[config.mk]
export PLATFORM = sky130hd
export DESIGN_NAME = jacobi_sweep_scheduler_flat
export DESIGN_NICKNAME = d
export VERILOG_FILES = /design/src/rtl/jacobi_pkg.sv /design/src/rtl/jacobi_sweep_scheduler_if.sv /design/src/rtl/jacobi_pair_gen.sv /design/src/rtl/jacobi_sweep_scheduler.sv /design/src/flat_wrapper.sv
export SDC_FILE = /design/constraint.sdc
export NUM_CORES = 1
export LEC_CHECK = 0
export CAP_MARGIN = 10
export CORE_AREA = 2 2 48 84
export CTS_BUF_LIST = sky130_fd_sc_hd__clkbuf_16
export DETAILED_ROUTE_END_ITERATION = 8
export DIE_AREA = 0 0 50 86
export PLACE_DENSITY = 0.68
export SLEW_MARGIN = 10
export SYNTH_ARGS = -nofsm -noshare
export SYNTH_HDL_FRONTEND = slang
export SYNTH_HIERARCHICAL = 1
export SYNTH_SLANG_ARGS = --single-unit
[constraint.sdc]
create_clock -name clk -period 3.1 [get_ports clk]
set_input_delay 0.62 -clock clk [delete_from_list [all_inputs] [get_ports clk]]
set_output_delay 0.62 -clock clk [all_outputs]
set_load 0.01 [all_outputs]
[src/rtl/jacobi_pkg.sv]
// Shared defaults and FSM state encoding for the Jacobi sweep scheduler.
// Revision: 1.0
`default_nettype none

package jacobi_pkg;

  localparam int N_DEF          = 32;
  localparam int AW_DEF         = 5;
  localparam int MAX_SWEEPS_DEF = 8;
  localparam int SW_DEF         = 4;

  typedef enum logic [2:0] {
    S_IDLE     = 3'd0,
    S_WAIT_SRC = 3'd1,
    S_ISSUE    = 3'd2,
    S_WAIT_ROT = 3'd3,
    S_NEXT     = 3'd4,
    S_DONE     = 3'd5
  } state_t;

  function automatic int pairs_per_sweep(input int n);
    return (n * (n - 1)) / 2;
  endfunction

endpackage

`default_nettype wire

[src/rtl/jacobi_sweep_scheduler_if.sv]
// Control/handshake bundle between the sweep scheduler, row buffer and rotation datapath.
// Revision: 1.0
`default_nettype none

interface jacobi_sweep_scheduler_if #(
  parameter int AW = jacobi_pkg::AW_DEF,
  parameter int SW = jacobi_pkg::SW_DEF
);

  logic          start;
  logic          src_ready;
  logic          pair_valid;
  logic          pair_ready;
  logic [AW-1:0] pair_p;
  logic [AW-1:0] pair_q;
  logic          rot_done;
  logic          rot_small;
  logic          busy;
  logic          done;
  logic          converged;
  logic [SW-1:0] sweep_cnt;

  // Scheduler side
  modport master (
    input  start, src_ready, pair_ready, rot_done, rot_small,
    output pair_valid, pair_p, pair_q, busy, done, converged, sweep_cnt
  );

  // Controller / datapath side
  modport slave (
    output start, src_ready, pair_ready, rot_done, rot_small,
    input  pair_valid, pair_p, pair_q, busy, done, converged, sweep_cnt
  );

endinterface

`default_nettype wire

[src/rtl/jacobi_pair_gen.sv]
// Cyclic-by-row pivot index counter: (0,1)(0,2)..(0,N-1)(1,2)..(N-2,N-1).
// Revision: 1.0
`default_nettype none

module jacobi_pair_gen
  import jacobi_pkg::*;
#(
  parameter int N  = N_DEF,
  parameter int AW = AW_DEF
) (
  input  wire logic          clk,
  input  wire logic          reset,
  input  wire logic          first,
  input  wire logic          advance,
  output logic      [AW-1:0] p,
  output logic      [AW-1:0] q,
  output logic               last_pair
);

  localparam logic [AW-1:0] LAST_P = AW'(N - 2);
  localparam logic [AW-1:0] LAST_Q = AW'(N - 1);

  always_ff @(posedge clk or negedge reset) begin
    if (!reset) begin
      p <= '0;
      q <= AW'(1);
    end else if (first) begin
      p <= '0;
      q <= AW'(1);
    end else if (advance && !last_pair) begin
      // Row wrap: next row starts just right of the new diagonal element.
      if (q != LAST_Q) begin
        q <= q + AW'(1);
      end else begin
        p <= p + AW'(1);
        q <= p + AW'(2);
      end
    end
  end

  assign last_pair = (p == LAST_P) && (q == LAST_Q);

endmodule

`default_nettype wire

[src/rtl/jacobi_sweep_scheduler.sv]
// Sequences Jacobi sweeps: issues each pivot pair, waits for the rotation, stops on convergence or sweep limit.
// Revision: 1.0
`default_nettype none

module jacobi_sweep_scheduler
  import jacobi_pkg::*;
#(
  parameter int N          = N_DEF,
  parameter int AW         = AW_DEF,
  parameter int MAX_SWEEPS = MAX_SWEEPS_DEF,
  parameter int SW         = SW_DEF
) (
  input  wire logic               clk,
  input  wire logic               reset,
  jacobi_sweep_scheduler_if.master bus
);

  localparam logic [SW-1:0] SWEEP_LIMIT = SW'(MAX_SWEEPS);

  state_t          state, state_nxt;
  logic            all_small, all_small_nxt;
  logic [SW-1:0]   sweep_cnt, sweep_cnt_nxt;
  logic            converged, converged_nxt;
  logic            pg_first;
  logic            pg_advance;
  logic            last_pair;
  logic [AW-1:0]   p;
  logic [AW-1:0]   q;

  jacobi_pair_gen #(
    .N  (N),
    .AW (AW)
  ) u_pair_gen (
    .clk       (clk),
    .reset     (reset),
    .first     (pg_first),
    .advance   (pg_advance),
    .p         (p),
    .q         (q),
    .last_pair (last_pair)
  );

  always_ff @(posedge clk or negedge reset) begin
    if (!reset) begin
      state     <= S_IDLE;
      all_small <= 1'b1;
      sweep_cnt <= '0;
      converged <= 1'b0;
    end else begin
      state     <= state_nxt;
      all_small <= all_small_nxt;
      sweep_cnt <= sweep_cnt_nxt;
      converged <= converged_nxt;
    end
  end

  always_comb begin
    state_nxt     = state;
    all_small_nxt = all_small;
    sweep_cnt_nxt = sweep_cnt;
    converged_nxt = converged;
    pg_first      = 1'b0;
    pg_advance    = 1'b0;

    case (state)
      S_IDLE: begin
        if (bus.start) begin
          state_nxt     = S_WAIT_SRC;
          sweep_cnt_nxt = '0;
          converged_nxt = 1'b0;
          all_small_nxt = 1'b1;
          pg_first      = 1'b1;
        end
      end

      S_WAIT_SRC: begin
        if (bus.src_ready) state_nxt = S_ISSUE;
      end

      S_ISSUE: begin
        if (bus.pair_ready) state_nxt = S_WAIT_ROT;
      end

      S_WAIT_ROT: begin
        if (bus.rot_done) begin
          all_small_nxt = all_small & bus.rot_small;
          state_nxt     = S_NEXT;
        end
      end

      S_NEXT: begin
        if (!last_pair) begin
          pg_advance = 1'b1;
          state_nxt  = S_ISSUE;
        end else begin
          // End of sweep; a converged sweep reports convergence even at the limit.
          sweep_cnt_nxt = sweep_cnt + SW'(1);
          if (all_small || (sweep_cnt + SW'(1) == SWEEP_LIMIT)) begin
            converged_nxt = all_small;
            state_nxt     = S_DONE;
          end else begin
            pg_first      = 1'b1;
            all_small_nxt = 1'b1;
            state_nxt     = S_ISSUE;
          end
        end
      end

      S_DONE: begin
        state_nxt = S_IDLE;
      end

      default: begin
        state_nxt = S_IDLE;
      end
    endcase
  end

  assign bus.pair_valid = (state == S_ISSUE);
  assign bus.pair_p     = p;
  assign bus.pair_q     = q;
  assign bus.busy       = (state != S_IDLE);
  assign bus.done       = (state == S_DONE);
  assign bus.converged  = converged;
  assign bus.sweep_cnt  = sweep_cnt;

endmodule

`default_nettype wire

[src/flat_wrapper.sv]
// flat-port wrapper written by rule: the top's interface ports become plain ports
module jacobi_sweep_scheduler_flat import jacobi_pkg::*;
#(
  parameter int N          = N_DEF,
  parameter int AW         = AW_DEF,
  parameter int MAX_SWEEPS = MAX_SWEEPS_DEF,
  parameter int SW         = SW_DEF
)
  (clk, reset, bus_start, bus_src_ready, bus_pair_ready, bus_rot_done, bus_rot_small, bus_pair_valid, bus_pair_p, bus_pair_q, bus_busy, bus_done, bus_converged, bus_sweep_cnt);
  jacobi_sweep_scheduler_if #(.AW(AW), .SW(SW)) bus_i ();
  input  wire logic clk;
  input  wire logic reset;
  input wire logic [$bits(bus_i.start)-1:0] bus_start;
  input wire logic [$bits(bus_i.src_ready)-1:0] bus_src_ready;
  input wire logic [$bits(bus_i.pair_ready)-1:0] bus_pair_ready;
  input wire logic [$bits(bus_i.rot_done)-1:0] bus_rot_done;
  input wire logic [$bits(bus_i.rot_small)-1:0] bus_rot_small;
  output wire logic [$bits(bus_i.pair_valid)-1:0] bus_pair_valid;
  output wire logic [$bits(bus_i.pair_p)-1:0] bus_pair_p;
  output wire logic [$bits(bus_i.pair_q)-1:0] bus_pair_q;
  output wire logic [$bits(bus_i.busy)-1:0] bus_busy;
  output wire logic [$bits(bus_i.done)-1:0] bus_done;
  output wire logic [$bits(bus_i.converged)-1:0] bus_converged;
  output wire logic [$bits(bus_i.sweep_cnt)-1:0] bus_sweep_cnt;
  assign bus_i.start = bus_start;
  assign bus_i.src_ready = bus_src_ready;
  assign bus_i.pair_ready = bus_pair_ready;
  assign bus_i.rot_done = bus_rot_done;
  assign bus_i.rot_small = bus_rot_small;
  assign bus_pair_valid = bus_i.pair_valid;
  assign bus_pair_p = bus_i.pair_p;
  assign bus_pair_q = bus_i.pair_q;
  assign bus_busy = bus_i.busy;
  assign bus_done = bus_i.done;
  assign bus_converged = bus_i.converged;
  assign bus_sweep_cnt = bus_i.sweep_cnt;
  jacobi_sweep_scheduler #(.N(N), .AW(AW), .MAX_SWEEPS(MAX_SWEEPS), .SW(SW)) u_core (.clk(clk), .reset(reset), .bus(bus_i));
endmodule
==> results of run 1 <==
-- layer usage --
metal | track usage, % | routed length (um) | vias to the layer above
met3 | 2.26 | 144 | 8
met5 | 0 | 0 | -
met2 | 24.2 | 1380 | 37
met4 | 9.34 | 99 | 0
met1 | 17.7 | 1180 | 508
li1 | - | - | 508
-- registers in the layout, indices dropped and copies added (netlist names) --
| name | flops |
|---|---|
| u_core/u_pair_gen/p | 5 |
| u_core/u_pair_gen/q | 5 |
| u_core/bus.sweep_cnt | 4 |
| u_core/state | 3 |
| u_core/all_small | 1 |
| u_core/bus.converged | 1 |
-- layout make-up --
cell class	count	area, um^2
repair buffers	25	248
fillers	344	2010
well taps	46	57.6
clock inverters	1	3.75
multi-input cells	100	698
inverters	5	18.8
clock buffers	3	75.1
flip-flops and latches	19	478
-- cell families (layout without fill, tap and decap cells) --
group | Yosys count | after routing | share of synthesized area, %
multiplexers | 5 | 5 | 4.16
buffers and inverters | 10 | 34 | 4.66
AND/OR/NAND/NOR | 52 | 52 | 23.9
AO/OA/AOI/OAI | 31 | 31 | 18.2
adder cells (fa/ha/maj) | 6 | 6 | 6.09
flip-flops | 19 | 19 | 38.7
XOR/XNOR | 6 | 6 | 4.26
-- cells in the mapped netlist, drive strengths merged --
cell type,instances
clkbuf,1
a22o,2
or2,3
nand3b,3
a211oi,1
nor2,14
a22oi,1
o2bb2ai,2
a32o,1
mux2,1
mux2i,4
and4b,1
o21ai,9
and3b,1
o221ai,1
a211o,2
nand4,3
nand3,5
and2,3
a31o,1
or3,1
and3,1
xor2,4
a21oi,10
dfstp,2
inv,5
buf,4
xnor2,2
nand2b,2
dfrtp,17
ha,6
nor3b,2
nor3,3
nand2,10
a21bo,1
-- report_power, final --
part           switching (uW)  total [uW]  internal, uW
Sequential               86.3         383           297
Clock                    86.8         258           171
Combinational             127         278           151
Total                     300         919           619
-- worst paths after layout --
| path | slack, ns | to |
|---|---|---|
| setup / recovery | 0.53 | u_core/u_pair_gen/q[3] |
| hold / removal | 0.52 | u_core/bus.converged |
| max in group asynchronous | 1.68 | u_core/state[0] |
| min in group asynchronous | 0.88 | u_core/bus.sweep_cnt[2] |
| hold reg to reg | 0.52 | u_core/bus.converged |
| setup reg to reg | 0.53 | u_core/u_pair_gen/q[3] |
-- metrics by stage --
stage          hold WS, ns  instance area (um^2)  total power, uW
6_report             0.525                  1580              919
3_3_place_gp         0.521                  1500              657
2_1_floorplan        0.324                  1230              566
5_1_grt              0.549                  1580              984
4_1_cts              0.530                  1580              931
3_5_place_dp         0.519                  1500              664
==> summary.md, run 1 <==
| Metric | Value |
|---|---|
| Most frequent cells in the layout | clkdlybuf4s50_1, dfrtp_1, nor2_1 |
| TritonCTS clock tree | yes |
| DR vias | 1061 |
| Reg-to-Reg Start | u_core/u_pair_gen/q[0] |
| Antenna violations before repair | 0 |
| Worst-Margin Slew | 0.893 ns |
| Total Routing Usage GR | 14.8% |
| Port bufs | 24 |
| CP Launch Type | flop |
| Hold/Removal Path Class | reg2reg |
| Placed instance count | 195 |
| Ant. Diodes | 0 |
| H-tree depth | 1 |
| Layout area overhead | 28.0% |
| Post-route ant nets | 0 |
| CTS Root Cell | clkbuf_16 |
| TritonRoute pass-1 iters | 4 |
| Worst-Skew Late Latency | 0.25 ns |
| Most common cell after layout, fill and taps aside | clkdlybuf4s50_1 |
| Fin. max-slew vios | 0 |
| Drt drc | 0 |
| Post-Synthesis Cell Area | 1230 um^2 |
| PostCTS Resize Cnt | 0 |
| CTS Buffer Depth | 2 |
| Power per cell area | 582 nW/um^2 |
| CTS clk-pin slew, worst paths | 0.05 ns |
| Die W | 50 um |
| Initial Utilization | 34.3% |
| Syn Area/Cell | 9.56 um^2 |
| Max VDD drop | 0.379 mV |
| Nets | 167 |
| Static Leakage | 0.000670 uW |
| Relative slew slack | 40.3% |
| Core ar. | 3590 um^2 |
| Vias in the first global route | 1095 |
| Syn nets | 142 |
| Peak per-stage delay on the critical path | 0.56 ns |
| Status | complete, no violations |
| Fin worst setup slack | 0.528 ns |
| IO Count | 25 |
| Final Cycle Share | 83.0% |
| Setup violators final | 0 |
| Netlist cell types | 45 |
| CP bufs+invs | 2 |
| Hold buffers post-CTS | 0 |
| GP Congestion | 0.888 |
| Hold path cells | 1 |
| Fin Setup TNS | 0 ns |
| Most frequent CP cell | ha_1 |
| # rows | 29 |
| Top-area cell type share of the netlist area | 34.5% |
| Share of layout cells above drive strength 1 | 11.1% |
| Worst Skew | 0.00120 ns |
| Post-route core utilization | 44.0% |
| RSZ-0062 raised after global routing | no |
| Die height | 86 um |
| Max Cap Viol | 0 |
| Worst reg-to-reg path cell count | 10 |
| Die area | 4300 um^2 |
| HPWL after DPL | 2.05 mm |
| Hold path start | u_core/bus.converged |
| Setup Buffers After CTS | 0 |
| CP Cell Sequence | ha_1, and3_1, ha_1, inv_2, nor2_1, nand2_1, o21ai_0, buf_4, a21oi_1, a31o_1 |
| Hold Violations, Final | 0 |
| Final WL | 2.81 mm |
| Synth top area cells | dfrtp_1, ha_1, dfstp_2 |
| Final min period | 2.57 ns |
| Critical-path top delay cell | dfstp_2 |
| Yosys reg bits | 19 |
| CP Data Required Time | 3.24 ns |
| Post-synthesis cell count | 129 |
| Ys Warns | 6 |
| Max Fclk | 389 MHz |
| CTS Buf Count | 3 |
| Critical path origin | u_core/u_pair_gen/q[0] |
| Place WS | 0.573 ns |
| Sequential fraction of the synthesis area | 38.7% |
| Clock sinks | 19 |
| Gr ovfl total | 0 |
| Critical path depth | 10 |
| Routed len/inst | 14.1 um |
| Global-route wire length before repair | 4.95 mm |
| Critical setup path kind | reg2reg |
| Leading area contributor after synthesis | dfrtp_1 |
| Vias/cell | 5.33 |
| CP endpoint kind | flop |
| CP top delay family | flip-flops |
| Maximum fanout along the worst path | 12 |
| Crit path DAT | 2.71 ns |
| Starting DRT DRC Count | 26 |
| Largest net degree at the start of global routing | 20 |
| Final non-filler cell total | 199 |
No activity file was read; power rests on OpenSTA's default activity.
==> run 2, diff against run 1 <==
==> constraint.sdc (replaced) <==
create_clock -name clk -period 2.4 [get_ports clk]
set_input_delay 0.48 -clock clk [delete_from_list [all_inputs] [get_ports clk]]
set_output_delay 0.48 -clock clk [all_outputs]
set_load 0.01 [all_outputs]
==> run 2 against run 1 <==
Maximum frequency is 16% higher; die area stayed put; utilization is 1.5 points higher; critical path type unchanged; sequential power is 29% higher.
==> summary.md, run 2 (same netlist as run 1, synthesis figures left out) <==
| Metric | Value |
|---|---|
| Max VDD drop | 0.537 mV (was 0.379 mV) |
| CTS Buf Count | 3 (unchanged) |
| Switching power | 408 uW (was 300 uW) |
| Total Routing Usage GR | 14.3% (was 14.8%) |
| Most frequent CP cell | ha_1 (unchanged) |
| Status | complete, no violations (unchanged) |
| Worst Skew | 0.00168 ns (was 0.00120 ns) |
| Critical path origin | u_core/u_pair_gen/q[1] (was u_core/u_pair_gen/q[0]) |
| Power per cell area | 753 nW/um^2 (was 582 nW/um^2) |
| Crit path DAT | 2.39 ns (was 2.71 ns) |
| Worst-Skew Late Latency | 0.25 ns (about the same) |
| Post-route ant nets | 0 (unchanged) |
| CP bufs+invs | 1 (was 2) |
| Drt drc | 0 (unchanged) |
| Nets | 172 (was 167) |
| Maximum fanout along the worst path | 5 (was 12) |
| CP Cell Sequence | ha_1, and3_1, ha_1, inv_2, nor2_4, nor2_2, and2_1, nand2_1, or2_1, a21oi_1 (was ha_1, and3_1, ha_1, inv_2, nor2_1, nand2_1, o21ai_0, buf_4, a21oi_1, a31o_1) |
| Static Leakage | 0.000697 uW (was 0.000670 uW) |
| DR vias | 1101 (was 1061) |
| Largest net degree at the start of global routing | 20 (unchanged) |
| TritonRoute pass-1 iters | 4 (unchanged) |
| # rows | 29 (unchanged) |
| Relative slew slack | 71.4% (was 40.3%) |
| Worst-Margin Slew | 0.428 ns (was 0.893 ns) |
| Peak per-stage delay on the critical path | 0.40 ns (was 0.56 ns) |
| Hold path start | u_core/u_pair_gen/q[0] (was u_core/bus.converged) |
| Gr ovfl total | 0 (unchanged) |
| Vias in the first global route | 1079 (was 1095) |
| Reg2Reg Setup Slack | 0.19 ns (was 0.53 ns) |
| Ant. Diodes | 0 (unchanged) |
| Max Fclk | 452 MHz (was 389 MHz) |
| Final WL | 2.97 mm (was 2.81 mm) |
| H-tree depth | 1 (unchanged) |
| Most common cell after layout, fill and taps aside | clkdlybuf4s50_1 (unchanged) |
| CP Launch Type | flop (unchanged) |
| RSZ-0062 raised after global routing | no (unchanged) |
| Final Cycle Share | 92.3% (was 83.0%) |
| Sequential power share | 40.2% (was 41.7%) |
| Hold Violations, Final | 0 (unchanged) |
| Initial Utilization | 34.3% (unchanged) |
| CP Data Required Time | 2.58 ns (was 3.24 ns) |
| Vias/cell | 5.40 (was 5.33) |
| Die height | 86 um (unchanged) |
| Setup violators final | 0 (unchanged) |
| CP endpoint kind | flop (unchanged) |
| Clock Power Share | 27.7% (was 28.1%) |
| Clock sinks | 19 (unchanged) |
| Critical-path top delay cell | dfrtp_1 (was dfstp_2) |
| CTS Root Cell | clkbuf_16 (unchanged) |
| Place WS | 0.0894 ns (was 0.573 ns) |
| HPWL after DPL | 2.09 mm (was 2.05 mm) |
| Share of layout cells above drive strength 1 | 15.8% (was 11.1%) |
| Starting DRT DRC Count | 33 (was 26) |
| Int Power | 821 uW (was 619 uW) |
| CP top delay family | simple AND/OR/NAND/NOR gates (was flip-flops) |
| Die W | 50 um (unchanged) |
| Die area | 4300 um^2 (unchanged) |
| IO Count | 25 (unchanged) |
| Max Cap Viol | 0 (unchanged) |
| CTS clk-pin slew, worst paths | 0.05 ns (about the same) |
| Core ar. | 3590 um^2 (unchanged) |
| Hold Slack | 0.541 ns (was 0.525 ns) |
| Switching part of the total | 33.2% (was 32.7%) |
| Port bufs | 24 (unchanged) |
| Antenna violations before repair | 0 (unchanged) |
| Fin. max-slew vios | 0 (unchanged) |
| Fin worst setup slack | 0.186 ns (was 0.528 ns) |
| CTS Buffer Depth | 2 (unchanged) |
| Fin Setup TNS | 0 ns (unchanged) |
| Most frequent cells in the layout | clkdlybuf4s50_1, dfrtp_1, nor2_1 (unchanged) |
| GP Congestion | 0.836 (was 0.888) |
| Hold buffers post-CTS | 0 (unchanged) |
| Critical setup path kind | reg2reg (unchanged) |
| Hold/Removal Path Class | reg2reg (unchanged) |
| Layout area overhead | 32.3% (was 28.0%) |
| Reg-to-Reg Start | u_core/u_pair_gen/q[1] (was u_core/u_pair_gen/q[0]) |
| TritonCTS clock tree | yes (unchanged) |
| Routed len/inst | 14.5 um (was 14.1 um) |
| Top Registers | u_core/u_pair_gen/p: 5 flops, u_core/u_pair_gen/q: 5 flops, u_core/bus.sweep_cnt: 4 flops (unchanged) |
| Final min period | 2.21 ns (was 2.57 ns) |
| Comb pwr share | 32.0% (was 30.2%) |
| Global-route wire length before repair | 4.80 mm (was 4.95 mm) |
[run 2: cell types whose count changed in the layout (fill, tap and decap cells not counted)]
| cell | change |
|---|---|
| a211oi_2 | +1 |
| nor2_4 | +1 |
| buf_4 | +5 |
| nor2_1 | -2 |
| nor2_2 | +1 |
| a211oi_1 | -1 |
[run 2: path summary, 6_finish.rpt]
check	depth (start not counted)	to
setup / recovery	10	u_core/u_pair_gen/p[1]
hold reg to reg	2	u_core/u_pair_gen/q[0]
max in group asynchronous	2	u_core/all_small
min in group asynchronous	2	u_core/bus.sweep_cnt[2]
setup reg to reg	10	u_core/u_pair_gen/p[1]
hold / removal	2	u_core/u_pair_gen/q[0]
[run 2: cell type report]
class,count,area [um^2]
repair buffers,30,285
flip-flops and latches,19,478
clock buffers,3,75.1
well taps,46,57.6
multi-input cells,100,713
clock inverters,1,3.75
inverters,5,18.8
fillers,338,1960
[run 2: power groups by stage]
stage	Sequential, uW	Combinational, uW	Clock (uW)
after global routing	509	434	364
after CTS	493	368	346
after global placement	494	358	0
final	494	394	341
after floorplan	445	287	0
after detailed placement	497	367	0
[run 2: through the flow]
step	power [uW]	utilization (%)	area [um^2]	cells
global route	1310	45.4	1630	204
detailed placement	863	42.2	1520	197
finish	1230	45.4	1630	204
CTS	1210	44.4	1590	201
global placement	852	42.2	1520	197
floorplan	732	-	1230	129
[run 2: repair_timing]
item / in CTS / in global routing
setup endpoints to repair: 0 / 7
buffers inserted: 0 / 3
resized for setup: 0 / 4
[run 2: per-layer routing]
| metal | global-route usage, % | routed length, um |
|---|---|---|
| met1 | 17.1 | 1250 |
| met3 | 2.61 | 149 |
| met5 | 0 | 0 |
| met2 | 23.1 | 1490 |
| met4 | 8.84 | 80 |
[run 2: tightest hold or removal path, delay by kind of cell, from the launching register on]
| kind | cells | cell delay (ns) |
|---|---|---|
| AO/OA/AOI/OAI | 1 | 0.07 |
| flip-flops | 1 | 0.39 |
| AND/OR/NAND/NOR | 1 | 0.08 |
==> run 3, diff against run 2 <==
--- a/config.mk
+++ b/config.mk
@@ -11,7 +11,7 @@
 export DETAILED_ROUTE_END_ITERATION = 8
 export DIE_AREA = 0 0 50 86
 export PLACE_DENSITY = 0.68
-export SLEW_MARGIN = 10
+export SLEW_MARGIN = 30
 export SYNTH_ARGS = -nofsm -noshare
 export SYNTH_HDL_FRONTEND = slang
 export SYNTH_HIERARCHICAL = 1
==> results of run 3 <==
Final layout, timing and power as in run 2 (identical DEF).
